## src/rtl/gray_pkg.sv

```systemverilog
// Shared Gray-code helpers: default sizing, a width-generic Gray-to-binary
// decode and a population count, reused by the encoder/decoder benches.
package gray_pkg;

  localparam int DEFAULT_WIDTH = 4;
  localparam int DEFAULT_ERRW  = 8;
  localparam int MAX_WIDTH     = 64;

  // Decodes the low `width` bits of g; callers zero-extend narrower codes.
  function automatic logic [MAX_WIDTH-1:0] gray2bin(input logic [MAX_WIDTH-1:0] g,
                                                    input int width);
    logic [MAX_WIDTH-1:0] b;
    logic                 acc;
    b   = '0;
    acc = 1'b0;
    for (int i = MAX_WIDTH - 1; i >= 0; i--) begin
      if (i < width) begin
        acc  = acc ^ g[i];
        b[i] = acc;
      end
    end
    return b;
  endfunction

  function automatic int unsigned popcount(input logic [MAX_WIDTH-1:0] v);
    int unsigned n;
    n = 0;
    for (int i = 0; i < MAX_WIDTH; i++) begin
      n += int'(v[i]);
    end
    return n;
  endfunction

endpackage

```

## src/rtl/gray_bin_dec_if.sv

```systemverilog
// Input and output valid/ready streams of the Gray decoder, plus its error count.
interface gray_bin_dec_if
  import gray_pkg::*;
#(
  parameter int WIDTH = DEFAULT_WIDTH,
  parameter int ERRW  = DEFAULT_ERRW
);

  logic             in_valid;
  logic             in_ready;
  logic [WIDTH-1:0] gray_in;
  logic             out_valid;
  logic             out_ready;
  logic [WIDTH-1:0] bin_out;
  logic             step_err;
  logic [ERRW-1:0]  err_cnt;

  modport master (
    output in_valid, gray_in, out_ready,
    input  in_ready, out_valid, bin_out, step_err, err_cnt
  );

  modport slave (
    input  in_valid, gray_in, out_ready,
    output in_ready, out_valid, bin_out, step_err, err_cnt
  );

endinterface

```

## src/rtl/gray_bin_dec_gray2bin_comb.sv

```systemverilog
// Pure combinational WIDTH-bit Gray-to-binary decode.
module gray2bin_comb
  import gray_pkg::*;
#(
  parameter int WIDTH = DEFAULT_WIDTH
) (
  input  logic [WIDTH-1:0] gray,
  output logic [WIDTH-1:0] bin
);

  assign bin = WIDTH'(gray2bin(MAX_WIDTH'(gray), WIDTH));

endmodule

```

## src/rtl/gray_bin_dec.sv

```systemverilog
// Two-stage Gray-to-binary decoder on valid/ready streams; flags and counts
// accepted codes that differ from the previous accepted code in 2+ bits.
module gray_bin_dec
  import gray_pkg::*;
#(
  parameter int WIDTH = DEFAULT_WIDTH,
  parameter int ERRW  = DEFAULT_ERRW
) (
  input logic           clk,
  input logic           rst_n,
  gray_bin_dec_if.slave bus
);

  localparam logic [ERRW-1:0] ERR_MAX = '1;

  logic             s1_valid_q, s1_valid_d;
  logic [WIDTH-1:0] s1_gray_q,  s1_gray_d;
  logic             s1_err_q,   s1_err_d;
  logic             s2_valid_q, s2_valid_d;
  logic [WIDTH-1:0] s2_bin_q,   s2_bin_d;
  logic             s2_err_q,   s2_err_d;
  logic             prev_valid_q, prev_valid_d;
  logic [WIDTH-1:0] prev_gray_q,  prev_gray_d;
  logic [ERRW-1:0]  err_cnt_q,    err_cnt_d;

  logic             adv1, adv2, accept, out_xfer, step_bad;
  logic [WIDTH-1:0] s1_bin;

  // Each stage advances when it is empty or the stage after it is draining,
  // so a full pipe with out_ready=1 moves and accepts in the same cycle.
  assign adv2     = !s2_valid_q || bus.out_ready;
  assign adv1     = !s1_valid_q || adv2;
  assign accept   = bus.in_valid && adv1;
  assign out_xfer = s2_valid_q && bus.out_ready;
  assign step_bad = prev_valid_q &&
                    (popcount(MAX_WIDTH'(bus.gray_in ^ prev_gray_q)) >= 2);

  gray2bin_comb #(.WIDTH(WIDTH)) u_dec (
    .gray (s1_gray_q),
    .bin  (s1_bin)
  );

  always_comb begin
    // NOTE: every _d gets its hold value first, so no path leaves it unassigned
    // and no latch is inferred.
    s1_valid_d   = s1_valid_q;
    s1_gray_d    = s1_gray_q;
    s1_err_d     = s1_err_q;
    s2_valid_d   = s2_valid_q;
    s2_bin_d     = s2_bin_q;
    s2_err_d     = s2_err_q;
    prev_valid_d = prev_valid_q;
    prev_gray_d  = prev_gray_q;
    err_cnt_d    = err_cnt_q;

    if (adv1) begin
      s1_valid_d = bus.in_valid;
    end
    if (accept) begin
      s1_gray_d    = bus.gray_in;
      s1_err_d     = step_bad;
      prev_gray_d  = bus.gray_in;
      prev_valid_d = 1'b1;
    end

    if (adv2) begin
      s2_valid_d = s1_valid_q;
      s2_bin_d   = s1_bin;
      s2_err_d   = s1_err_q;
    end

    // Counted on output transfer, so a held output is never double-counted.
    if (out_xfer && s2_err_q && (err_cnt_q != ERR_MAX)) begin
      err_cnt_d = err_cnt_q + 1'b1;
    end
  end

  always_ff @(posedge clk or negedge rst_n) begin
    if (!rst_n) begin
      s1_valid_q   <= 1'b0;
      s1_gray_q    <= '0;
      s1_err_q     <= 1'b0;
      s2_valid_q   <= 1'b0;
      s2_bin_q     <= '0;
      s2_err_q     <= 1'b0;
      prev_valid_q <= 1'b0;
      prev_gray_q  <= '0;
      err_cnt_q    <= '0;
    end else begin
      // NOTE: non-blocking so every flop samples pre-edge values and the two
      // stages shift together rather than falling through in one cycle.
      s1_valid_q   <= s1_valid_d;
      s1_gray_q    <= s1_gray_d;
      s1_err_q     <= s1_err_d;
      s2_valid_q   <= s2_valid_d;
      s2_bin_q     <= s2_bin_d;
      s2_err_q     <= s2_err_d;
      prev_valid_q <= prev_valid_d;
      prev_gray_q  <= prev_gray_d;
      err_cnt_q    <= err_cnt_d;
    end
  end

  assign bus.in_ready  = adv1;
  assign bus.out_valid = s2_valid_q;
  assign bus.bin_out   = s2_bin_q;
  assign bus.step_err  = s2_err_q;
  assign bus.err_cnt   = err_cnt_q;

endmodule

```

## src/flat_wrapper.sv

```systemverilog
// flat-port wrapper written by rule: the top's interface ports become plain ports
module gray_bin_dec_flat import gray_pkg::*;
#(
  parameter int WIDTH = DEFAULT_WIDTH,
  parameter int ERRW  = DEFAULT_ERRW
)
  (clk, rst_n, bus_in_valid, bus_gray_in, bus_out_ready, bus_in_ready, bus_out_valid, bus_bin_out, bus_step_err, bus_err_cnt);
  gray_bin_dec_if #(.WIDTH(WIDTH), .ERRW(ERRW)) bus_i ();
  input logic clk;
  input logic rst_n;
  input wire logic [$bits(bus_i.in_valid)-1:0] bus_in_valid;
  input wire logic [$bits(bus_i.gray_in)-1:0] bus_gray_in;
  input wire logic [$bits(bus_i.out_ready)-1:0] bus_out_ready;
  output wire logic [$bits(bus_i.in_ready)-1:0] bus_in_ready;
  output wire logic [$bits(bus_i.out_valid)-1:0] bus_out_valid;
  output wire logic [$bits(bus_i.bin_out)-1:0] bus_bin_out;
  output wire logic [$bits(bus_i.step_err)-1:0] bus_step_err;
  output wire logic [$bits(bus_i.err_cnt)-1:0] bus_err_cnt;
  assign bus_i.in_valid = bus_in_valid;
  assign bus_i.gray_in = bus_gray_in;
  assign bus_i.out_ready = bus_out_ready;
  assign bus_in_ready = bus_i.in_ready;
  assign bus_out_valid = bus_i.out_valid;
  assign bus_bin_out = bus_i.bin_out;
  assign bus_step_err = bus_i.step_err;
  assign bus_err_cnt = bus_i.err_cnt;
  gray_bin_dec #(.WIDTH(WIDTH), .ERRW(ERRW)) u_core (.clk(clk), .rst_n(rst_n), .bus(bus_i));
endmodule
```

## config.mk

```make
export PLATFORM = sky130hd
export DESIGN_NAME = gray_bin_dec_flat
export DESIGN_NICKNAME = d
export VERILOG_FILES = /design/src/rtl/gray_pkg.sv /design/src/rtl/gray_bin_dec_if.sv /design/src/rtl/gray_bin_dec_gray2bin_comb.sv /design/src/rtl/gray_bin_dec.sv /design/src/flat_wrapper.sv
export SDC_FILE = /design/constraint.sdc
export NUM_CORES = 1
export LEC_CHECK = 0
export CORE_ASPECT_RATIO = 0.7
export CORE_MARGIN = 5
export CORE_UTILIZATION = 30
export CTS_CLUSTER_SIZE = 16
export DETAILED_ROUTE_END_ITERATION = 12
export GPL_TIMING_DRIVEN = 0
export MAX_ROUTING_LAYER = met4
export SLEW_MARGIN = 5
export SYNTH_ARGS = -nofsm -noshare
export SYNTH_HDL_FRONTEND = slang
export SYNTH_HIERARCHICAL = 1
export SYNTH_SLANG_ARGS = --single-unit
```

## constraint.sdc

```tcl
create_clock -name clk -period 2.74 [get_ports clk]
set_input_delay 0.548 -clock clk [delete_from_list [all_inputs] [get_ports clk]]
set_output_delay 0.548 -clock clk [all_outputs]
set_load 0.03 [all_outputs]
```

==> results of run 1 <==
## worst max-delay path, stage by stage
cell and delay, ns:
clkdlybuf4s50_1 0.57, nand3b_1 0.23, clkdlybuf4s50_1 0.71
## cells in the mapped netlist, types with 2 or more instances
| cell | count | area, µm² |
|---|---|---|
| nand3_1 | 4 | 20.0 |
| dfrtp_1 | 21 | 526 |
| nor2_1 | 2 | 7.51 |
| mux2_2 | 11 | 124 |
| nor3_1 | 2 | 10.0 |
| o21ai_0 | 2 | 10.0 |
| and3_1 | 2 | 12.5 |
| nand2_1 | 3 | 11.3 |
| a211oi_1 | 3 | 22.5 |
| xor2_1 | 3 | 26.3 |
| nand2b_1 | 4 | 25.0 |
| xnor2_1 | 7 | 61.3 |
## area by class of cell
type	instances	area, µm²
Multi-Input combinational cell	56	485
Fill cell	303	1860
Inverter	1	3.75
Sequential cell	21	526
Buffer	2	11.3
Tap cell	47	58.8
Timing Repair Buffer	22	220
Clock buffer	4	45.0
## worst max-delay path by stage
| stage | from | to | slack (ns) | depth (start not counted) |
|---|---|---|---|---|
| 2_1_floorplan | u_core/bus.out_valid$_DFFE_PN0P_ | u_core/s1_gray_q[0]$_DFFE_PN0P_ | 1.04 | 3 |
| 6_report | bus_out_ready | bus_in_ready | 0.13 | 3 |
| 4_1_cts | bus_out_ready | bus_in_ready | 0.13 | 3 |
| 3_5_place_dp | bus_out_ready | bus_in_ready | 0.14 | 3 |
| 3_3_place_gp | bus_out_ready | bus_in_ready | 0.13 | 3 |
| 5_1_grt | bus_out_ready | bus_in_ready | 0.07 | 3 |
## power groups by stage
stage | logic [µW] | registers (µW) | clock network [µW]
global route | 525 | 493 | 218
global placement | 490 | 483 | 0
floorplan | 177 | 600 | 0
detailed placement | 489 | 485 | 0
finish | 486 | 476 | 197
CTS | 492 | 478 | 208
## metrics by stage
stage                     hold WS [ns]  std cells  setup WS (ns)  util (%)
after floorplan                  0.252         80           1.04         -
after global placement           0.449        149          0.128      40.6
after detailed placement         0.449        149          0.145      40.6
after CTS                        0.472        153          0.127      42.0
after global routing             0.506        153         0.0689      42.0
final                            0.470        153          0.134      42.0
## cell families (layout without fill, tap and decap cells)
group | count (synthesis) | after routing | share of synthesized area (%)
adder cells (fa/ha/maj) | 2 | 2 | 3.17
multiplexers | 13 | 13 | 14.5
XOR/XNOR | 11 | 11 | 10.1
flip-flops | 21 | 21 | 51.2
AO/OA/AOI/OAI | 8 | 8 | 5.73
AND/OR/NAND/NOR | 22 | 22 | 13.8
buffers and inverters | 3 | 29 | 1.46
## flip-flops by register name, indices dropped and copies added, names as in the netlist
register,flops
u_core/s1_gray_q,4
u_core/s1_err_q,1
u_core/bus.bin_out,4
u_core/bus.err_cnt,8
u_core/bus.out_valid,1
u_core/prev_valid_q,1
u_core/s1_valid_q,1
u_core/bus.step_err,1
## metal layers
metal,up-vias,global-route usage [%]
met2,10,13.9
met4,0,2.89
met3,0,3.36
met5,-,-
li1,334,-
met1,321,11.9
==> results.cfg, run 1 <==
[layout]
number_of_inserted_diodes = 0
layout.cell_area.non_filler_um2 = 1350
final_nets = 117
post_route_cells_drive_above_1_share_pct = 20.8
area_delta_synth_final_pct = 31.6
highest_count_cells_in_the_layout_ignoring_fill_and_taps = clkdlybuf4s50_1, dfrtp_1, mux2_2
layout.cells.most_common = clkdlybuf4s50_1

[timing]
final-setup-viol-count = 0
report.final.slew_viol_count = 0
setup_repair_after_global_routing_missed_its_margin = no
post-route-period-util_pct = 95.1
finalHoldViolations = 0
period_minus_ws_final_ns = 2.61
slew-limit-headroom_pct = 38.4
timing_worst_slew_pin_value_ns = 0.921
timing.clock.skew_ns = 0.000809
achievable-frequency_mhz = 384
timing.setup.tns_ns = 0

[worst_setup_path]
timing.critical_path.from_type = primary input
r2r_setup_slack_ns = 1.20
worst_r2r_dst = u_core/bus.err_cnt[1]$_DFFE_PN0P_
worstPathRequired_ns = 2.19
worstPathArrival_ns = 2.06
worstSetupPathType = in2out
critical_path.endpoint_type = output port
r2r_start = u_core/bus.err_cnt[0]$_DFFE_PN0P_
maximum_net_fanout_on_the_critical_path = 4
r2r.worst_path.cells = 4

[routing]
route.antenna.remaining_nets = 0
met3WireLength_um = 73
drt-wirelength-per-cell_um = 11.9
via_per_inst = 4.35
wl_met1_um = 898
dr_wl_met2_um = 847
top_signal_layer_used = met3
first_pass_iters = 2
via_count = 665
route.final.wire_length_mm = 1.82
post-route-drc-count = 0
drt-initial-drc-count = 40

[synthesis]
count_of_flip_flops_with_a_built_in_enable_after_synthesis = 0
synth_top_flop_cell = dfrtp_1
yosysWarnings = 6
synth_area_per_cell_um2 = 12.8
ys_async_sr_fraction_pct = 100
ys_seq_elements = 21
ys_types = 28
synth_fp_nets = 90
syn-cell-area_um2 = 1030
ys_seq_area_share_pct = 51.2
post_synth_inst_count = 80

[clocking]
clock_latency_ns = 0.25
tritoncts = built
clk_pin_slew_worst_paths_ns = 0.07
cts-resized-gates = 0
cts_hold_buffers = 0
clock_tree.buffer_depth = 2
post-cts-setup-buffers = 0
clock_sink_count = 21
cts_max_level = 1
cts_root_buf = clkbuf_8
cts-buffers-inserted = 3

[placement]
dpl-instance-area_um2 = 1310
io_buffer_count = 22
gpl.final_weighted_congestion = 0.822
hpwl_mm = 1.38

[pwr]
power.density_nw_per_um2 = 858
seq_power_share_pct = 41.1
combinationalPowerShare_pct = 41.9
power_leakage_uw = 0.000534
cell_internal_pwr_uw = 726
power.share.clock_pct = 17.0
switching_share_of_power_pct = 37.3
power.ir.vdd_worst_mv = 0.235
total_power_uw = 1160
total_switching_power_uw = 432

[run]
max_cap_viol_count = 0

[floorplanning]
die_y_um = 58.9
floorplan.die.width_um = 79.9
row_count = 17
floorplan.io_pins = 23
placeableCoreArea_um2 = 3210
die_area_um2 = 4710
initial_utilization_pct = 31.9

[min_path]
whs_endpoint = u_core/prev_valid_q$_DFFE_PN0P_
hold_path.class = reg2reg
hold_path_startpoint = u_core/prev_valid_q$_DFFE_PN0P_
holdPathStages = 1

[grt]
grt_overflow = 0
pin_count_of_the_biggest_net_entering_global_routing = 22
grt_pass1_wl_mm = 3.26
total_routing_usage_reported_by_global_routing_pct = 9.34
vias_in_the_first_global_route = 715
number_of_antenna_violations_at_the_first_check_in_global_routing = 0

[status]
run_status = finished, final reports clean
No activity file was read; power rests on OpenSTA's default activity.
==> run 2: changes to the inputs <==
--- a/config.mk
+++ b/config.mk
@@ -15,5 +15,4 @@
 export SLEW_MARGIN = 5
 export SYNTH_ARGS = -nofsm -noshare
 export SYNTH_HDL_FRONTEND = slang
-export SYNTH_HIERARCHICAL = 1
 export SYNTH_SLANG_ARGS = --single-unit
==> run 2 against run 1 <==
Via count rose by 3.6%. Count of clock-buffer cells in the layout stayed put. Setup slack better by 0.13 ns. Utilization down 0.82 points. Cell count fell by 5.2%. Critical path depth stayed put. Critical endpoint unchanged. Largest cell class unchanged.
==> results.cfg, run 2 <==
[floorplanning]
placeableCoreArea_um2 = 3170
row_count = 17
floorplan.die.width_um = 78.8
initial_utilization_pct = 31.3
die_y_um = 58.1
die_area_um2 = 4580
floorplan.io_pins = 23

[routing]
drt-wirelength-per-cell_um = 14.2
drt-initial-drc-count = 64
route.final.wire_length_mm = 2.06
route.antenna.remaining_nets = 0
via_count = 689
post-route-drc-count = 0
via_per_inst = 4.75
first_pass_iters = 4

[synthesis]
synth_top_flop_cell = dfrtp_1
ys_seq_area_share_pct = 52.9
largest_family_of_logic_cells_by_synthesized_area = multiplexers
yosys-mux-area-fraction_pct = 13.6
largest_area_contributor_in_the_netlist = dfrtp_1
count_of_flip_flops_with_a_built_in_enable_after_synthesis = 0
post_synth_inst_count = 81
synth_area_in_simple_gates_pct = 13.4
synth_xor_xnor_area_share_pct = 10.2
synth_top_cells_by_area = dfrtp_1, mux2_2, xor2_1
synth_most_common_cell = dfrtp_1
synth_fp_nets = 92
post-synth-top-area-fraction_pct = 52.9
synth_compound_gate_area_share_pct = 5.29
ys_seq_elements = 21
syn-cell-area_um2 = 993
ys_types = 25
ys_async_sr_fraction_pct = 100
synth_area_per_cell_um2 = 12.3
yosysWarnings = 0
post_synth_most_frequent_cells = dfrtp_1, mux2_2, nand2_1
yosys.area_share.adder_pct = 3.78

[pwr]
power.ir.vdd_worst_mv = 0.518
power.density_nw_per_um2 = 884
power_leakage_uw = 0.000545

[min_path]
hold_path_startpoint = u_core.s1_valid_q$_DFFE_PN0N_
hold_path.class = reg2reg

[placement]
post-place-cells = 141
dpl-instance-area_um2 = 1260
io_buffer_count = 22
pre_cts_ws_ns = 0.250
gpl.final_weighted_congestion = 0.788

[worst_setup_path]
r2r_start = u_core.s1_gray_q[0]$_DFFE_PN0P_
worstPathArrival_ns = 1.93
crit_start = bus_out_ready
timing.critical_path.from_type = primary input
worst_path_largest_cell_delay_ns = 0.70
critical_path.slowest_cell = clkdlybuf4s50_1
worstSetupPathType = in2out
most_used_cell_along_the_critical_path = clkdlybuf4s50_1
critical_path.n_buffers_inverters = 2
critical_path.cell_chain = clkdlybuf4s50_1, nand3b_1, clkdlybuf4s50_1
maximum_net_fanout_on_the_critical_path = 4
critical_path.endpoint_type = output port
critical_path.top_delay_family = buffers and inverters
worstPathRequired_ns = 2.19

[grt]
total_routing_usage_reported_by_global_routing_pct = 10.3
number_of_antenna_violations_at_the_first_check_in_global_routing = 0
pin_count_of_the_biggest_net_entering_global_routing = 22
grt_pass1_wl_mm = 3.59
grt_overflow = 0
vias_in_the_first_global_route = 771

[clocking]
cts_root_buf = clkbuf_8
post-cts-setup-buffers = 0
cts-buffers-inserted = 3
clock_sink_count = 21
tritoncts = built
clock_tree.buffer_depth = 2
clock_latency_ns = 0.26
cts_hold_buffers = 0
cts-resized-gates = 0
clk_pin_slew_worst_paths_ns = 0.08
cts_max_level = 1

[timing]
timing_worst_slew_pin_value_ns = 0.943
final-setup-viol-count = 0
setup_repair_after_global_routing_missed_its_margin = no
slew-limit-headroom_pct = 37.0
timing.clock.skew_ns = 0.00249
report.final.slew_viol_count = 0
post-route-period-util_pct = 90.4
setup_ws_ns = 0.264
achievable-frequency_mhz = 404
period_minus_ws_final_ns = 2.48
finalHoldViolations = 0
timing.setup.tns_ns = 0

[layout]
final_nets = 119
area_delta_synth_final_pct = 31.5
number_of_inserted_diodes = 0
instances_no_fill = 145
multi_input_area_um2 = 459
post_route_cells_drive_above_1_share_pct = 15.9
largest_reg_flops = 8
seqCellArea_um2 = 526
highest_count_cells_in_the_layout_ignoring_fill_and_taps = clkdlybuf4s50_1, dfrtp_1, mux2_2
layout.cells.most_common = clkdlybuf4s50_1
layout.cell_area.non_filler_um2 = 1310
utilization_pct = 41.2
final.fill_count = 293

[run]
max_cap_viol_count = 0

[status]
run_status = finished, final reports clean
## run 2: changes by cell type in the layout (fill, tap and decap cells not counted), moves of 2 or more
cell and delta:
xnor2_1 -4, a211oi_1 -2, nand2_1 +4, ha_1 +2, xor2_1 +3, o21ai_1 +2
## run 2: area by class of cell
| type | count | share of cell area, % |
|---|---|---|
| flip-flops and latches | 21 | 40.2 |
| multi-input cells | 58 | 35.2 |
| repair buffers | 22 | 16.9 |
| well taps | 38 | 3.64 |
| clock buffers | 4 | 3.45 |
| plain buffers | 1 | 0.383 |
| inverters | 1 | 0.287 |
## run 2: worst register-to-register path: cells and delay by family (launching register included)
family	cells	cell delay [ns]
XOR/XNOR	1	0.17
flip-flops	1	0.41
AO/OA/AOI/OAI	2	0.38
adder cells (fa/ha/maj)	2	0.58
## run 2: logic make-up (layout without fill, tap and decap cells)
logic type	count (synthesis)	count (layout)
and+or+nand+nor	25	25
DFF	21	21
muxes	12	12
xor gates and xnor gates	10	10
AOI/OAI and AO/OA	8	8
adders and majority gates	3	3
buffers and inverters	2	28
## run 2: path summary, 6_finish.rpt
kind	cells after the start	end	slack, ns
setup / recovery	3	bus_in_ready	0.26
hold / removal	1	u_core.bus.out_valid$_DFFE_PN0P_	0.47
setup reg to reg	5	u_core.s1_err_q$_DFFE_PN0P_	1.07
hold reg to reg	1	u_core.bus.out_valid$_DFFE_PN0P_	0.47
max in group asynchronous	1	u_core.bus.bin_out[3]$_DFFE_PN0P_	1.35
min in group asynchronous	1	u_core.bus.err_cnt[1]$_DFFE_PN0P_	0.81
## run 2: routing by layer
layer / vias up / part of all wire, % / global-route usage (%)
met5: - / 0 / -
met4: 0 / 0 / 0.998
met3: 0 / 6.1 / 4.81
met2: 12 / 46 / 16.6
met1: 339 / 48 / 12.2
li1: 338 / - / -
## run 2: metrics by stage
step	hold slack, ns	total power (µW)
final	0.473	1150
after global routing	0.492	1230
after CTS	0.476	1170
after detailed placement	0.458	962
after global placement	0.452	942
after floorplan	0.252	752
## run 2: power breakdown
| group | switching (µW) | internal [µW] | leakage, µW |
|---|---|---|---|
| clock | 99.0 | 104 | 0.0000228 |
| sequential | 86.3 | 390 | 0.000252 |
| combinational | 251 | 224 | 0.000270 |
| total | 437 | 718 | 0.000545 |
==> run 3: changes to the inputs <==
--- a/config.mk
+++ b/config.mk
@@ -7,12 +7,12 @@
 export LEC_CHECK = 0
 export CORE_ASPECT_RATIO = 0.7
 export CORE_MARGIN = 5
-export CORE_UTILIZATION = 30
+export CORE_UTILIZATION = 52
 export CTS_CLUSTER_SIZE = 16
 export DETAILED_ROUTE_END_ITERATION = 12
 export GPL_TIMING_DRIVEN = 0
 export MAX_ROUTING_LAYER = met4
-export SLEW_MARGIN = 5
+export PLACE_DENSITY = 0.83
 export SYNTH_ARGS = -nofsm -noshare
 export SYNTH_HDL_FRONTEND = slang
 export SYNTH_SLANG_ARGS = --single-unit
==> run 3 against run 2 <==
Die area shrank 37%. Design area down 3.0%. Flip-flop and latch count stayed put. Critical endpoint unchanged. Non-clock buffer count unchanged. Highest routed layer is now met4. Hold slack better by 0.0070 ns. Setup slack got worse by 0.056 ns. Utilization is 28 points higher.
==> results.cfg, run 3 (synthesis results as in run 2) <==
[status]
run_status = finished, final reports clean

[timing]
report.final.slew_viol_count = 0
final-setup-viol-count = 0
timing.clock.skew_ns = 0.0127
post-route-period-util_pct = 92.4
slew-limit-headroom_pct = 38.7
timing_worst_slew_pin_value_ns = 0.916
timing.setup.tns_ns = 0
achievable-frequency_mhz = 395
setup_repair_after_global_routing_missed_its_margin = no
finalHoldViolations = 0
period_minus_ws_final_ns = 2.53

[routing]
route.final.wire_length_mm = 1.96
route.antenna.remaining_nets = 0
via_count = 720
post-route-drc-count = 0
first_pass_iters = 4
drt-initial-drc-count = 37
via_per_inst = 5.58
drt-wirelength-per-cell_um = 15.2

[floorplanning]
row_count = 13
die_area_um2 = 2900
floorplan.io_pins = 23
initial_utilization_pct = 54.1
placeableCoreArea_um2 = 1840
die_y_um = 46.6
floorplan.die.width_um = 62.2

[pwr]
power_leakage_uw = 0.000538
switching_share_of_power_pct = 38.7
total_switching_power_uw = 423
cell_internal_pwr_uw = 671
power.share.clock_pct = 13.6
power.ir.vdd_worst_mv = 0.531
combinationalPowerShare_pct = 43.1
seq_power_share_pct = 43.2
power.density_nw_per_um2 = 863

[worst_setup_path]
r2r_setup_slack_ns = 1.06
critical_path.endpoint_type = output port
worstSetupPathType = in2out
maximum_net_fanout_on_the_critical_path = 4
timing.critical_path.from_type = primary input
worstPathRequired_ns = 2.19
r2r_start = u_core.s1_gray_q[0]$_DFFE_PN0P_
worstPathArrival_ns = 1.98
r2r.worst_path.cells = 5
worst_r2r_dst = u_core.s1_err_q$_DFFE_PN0P_

[clocking]
clock_sink_count = 21
clock_latency_ns = 0.31
cts_max_level = 1
cts-buffers-inserted = 3
post-cts-setup-buffers = 0
cts_hold_buffers = 0
clock_tree.buffer_depth = 2
cts-resized-gates = 0
tritoncts = built
cts_root_buf = clkbuf_4
clk_pin_slew_worst_paths_ns = 0.10

[layout]
layout.cells.most_common = clkdlybuf4s50_1
final.fill_count = 144
instances_no_fill = 129
highest_count_cells_in_the_layout_ignoring_fill_and_taps = clkdlybuf4s50_1, dfrtp_1, mux2_2
area_delta_synth_final_pct = 27.6
multi_input_area_um2 = 459
post_route_cells_drive_above_1_share_pct = 15.9
largest_reg_flops = 8
final_nets = 119
seqCellArea_um2 = 526
number_of_inserted_diodes = 0

[grt]
grt_overflow = 0
vias_in_the_first_global_route = 714
number_of_antenna_violations_at_the_first_check_in_global_routing = 0
total_routing_usage_reported_by_global_routing_pct = 16.4
pin_count_of_the_biggest_net_entering_global_routing = 22
grt_pass1_wl_mm = 3.43

[placement]
gpl.final_weighted_congestion = 0.737
post-place-cells = 125
hpwl_mm = 1.52
io_buffer_count = 22

[min_path]
hold_path.class = reg2reg
holdPathStages = 1
hold_path_startpoint = u_core.s1_valid_q$_DFFE_PN0N_
whs_endpoint = u_core.bus.out_valid$_DFFE_PN0P_

[run]
max_cap_viol_count = 0
-- run 3: routing by layer --
metal  global-route usage, %  share of wire (%)  up-vias  wire (µm)
li1                        -                  -      340          -
met1                    19.3                 43      350        846
met2                    25.8                 49       23        969
met3                    4.15                4.0        7         79
met4                    10.4                3.2        0         63
met5                       -                  0        -          0
-- run 3: area by class of cell --
cell class / instances / share of cell area (%)
buffer: 1 / 0.395
clock buffer: 4 / 2.07
inverter: 1 / 0.296
multi-input combinational: 58 / 36.2
sequential: 21 / 41.5
tap: 22 / 2.17
timing repair buffer: 22 / 17.4
-- run 3: how the worst max path moves through the flow --
stage | start | end | slack [ns] | cells past startpoint
after floorplan | bus_out_ready | u_core.s1_gray_q[0]$_DFFE_PN0P_ | 1.05 | 3
after global placement | bus_out_ready | bus_in_ready | 0.22 | 3
after detailed placement | bus_out_ready | bus_in_ready | 0.23 | 3
after CTS | bus_out_ready | bus_in_ready | 0.20 | 3
after global routing | bus_out_ready | bus_in_ready | 0.12 | 3
final | bus_out_ready | bus_in_ready | 0.21 | 3
-- run 3: per-stage QoR --
stage / total power, µW / utilization [%] / cell area, µm² / hold WS, ns / setup WS (ns)
2_1_floorplan: 752 / - / 993 / 0.252 / 1.05
3_3_place_gp: 930 / 67.5 / 1240 / 0.445 / 0.223
3_5_place_dp: 955 / 67.5 / 1240 / 0.456 / 0.231
4_1_cts: 1100 / 69.0 / 1270 / 0.481 / 0.203
5_1_grt: 1170 / 69.0 / 1270 / 0.506 / 0.119
6_report: 1090 / 69.0 / 1270 / 0.480 / 0.208
-- run 3: worst max-delay path, cell delays in order --
cell,delay [ns]
clkdlybuf4s50_1,0.52
nand3b_1,0.21
clkdlybuf4s50_1,0.70
-- run 3: power by group through the flow --
stage                     Clock (µW)  Sequential (µW)  Combinational [µW]
after floorplan                    0              593                 159
after global placement             0              471                 460
after detailed placement           0              481                 475
after CTS                        152              474                 477
after global routing             169              492                 505
final                            149              473                 472
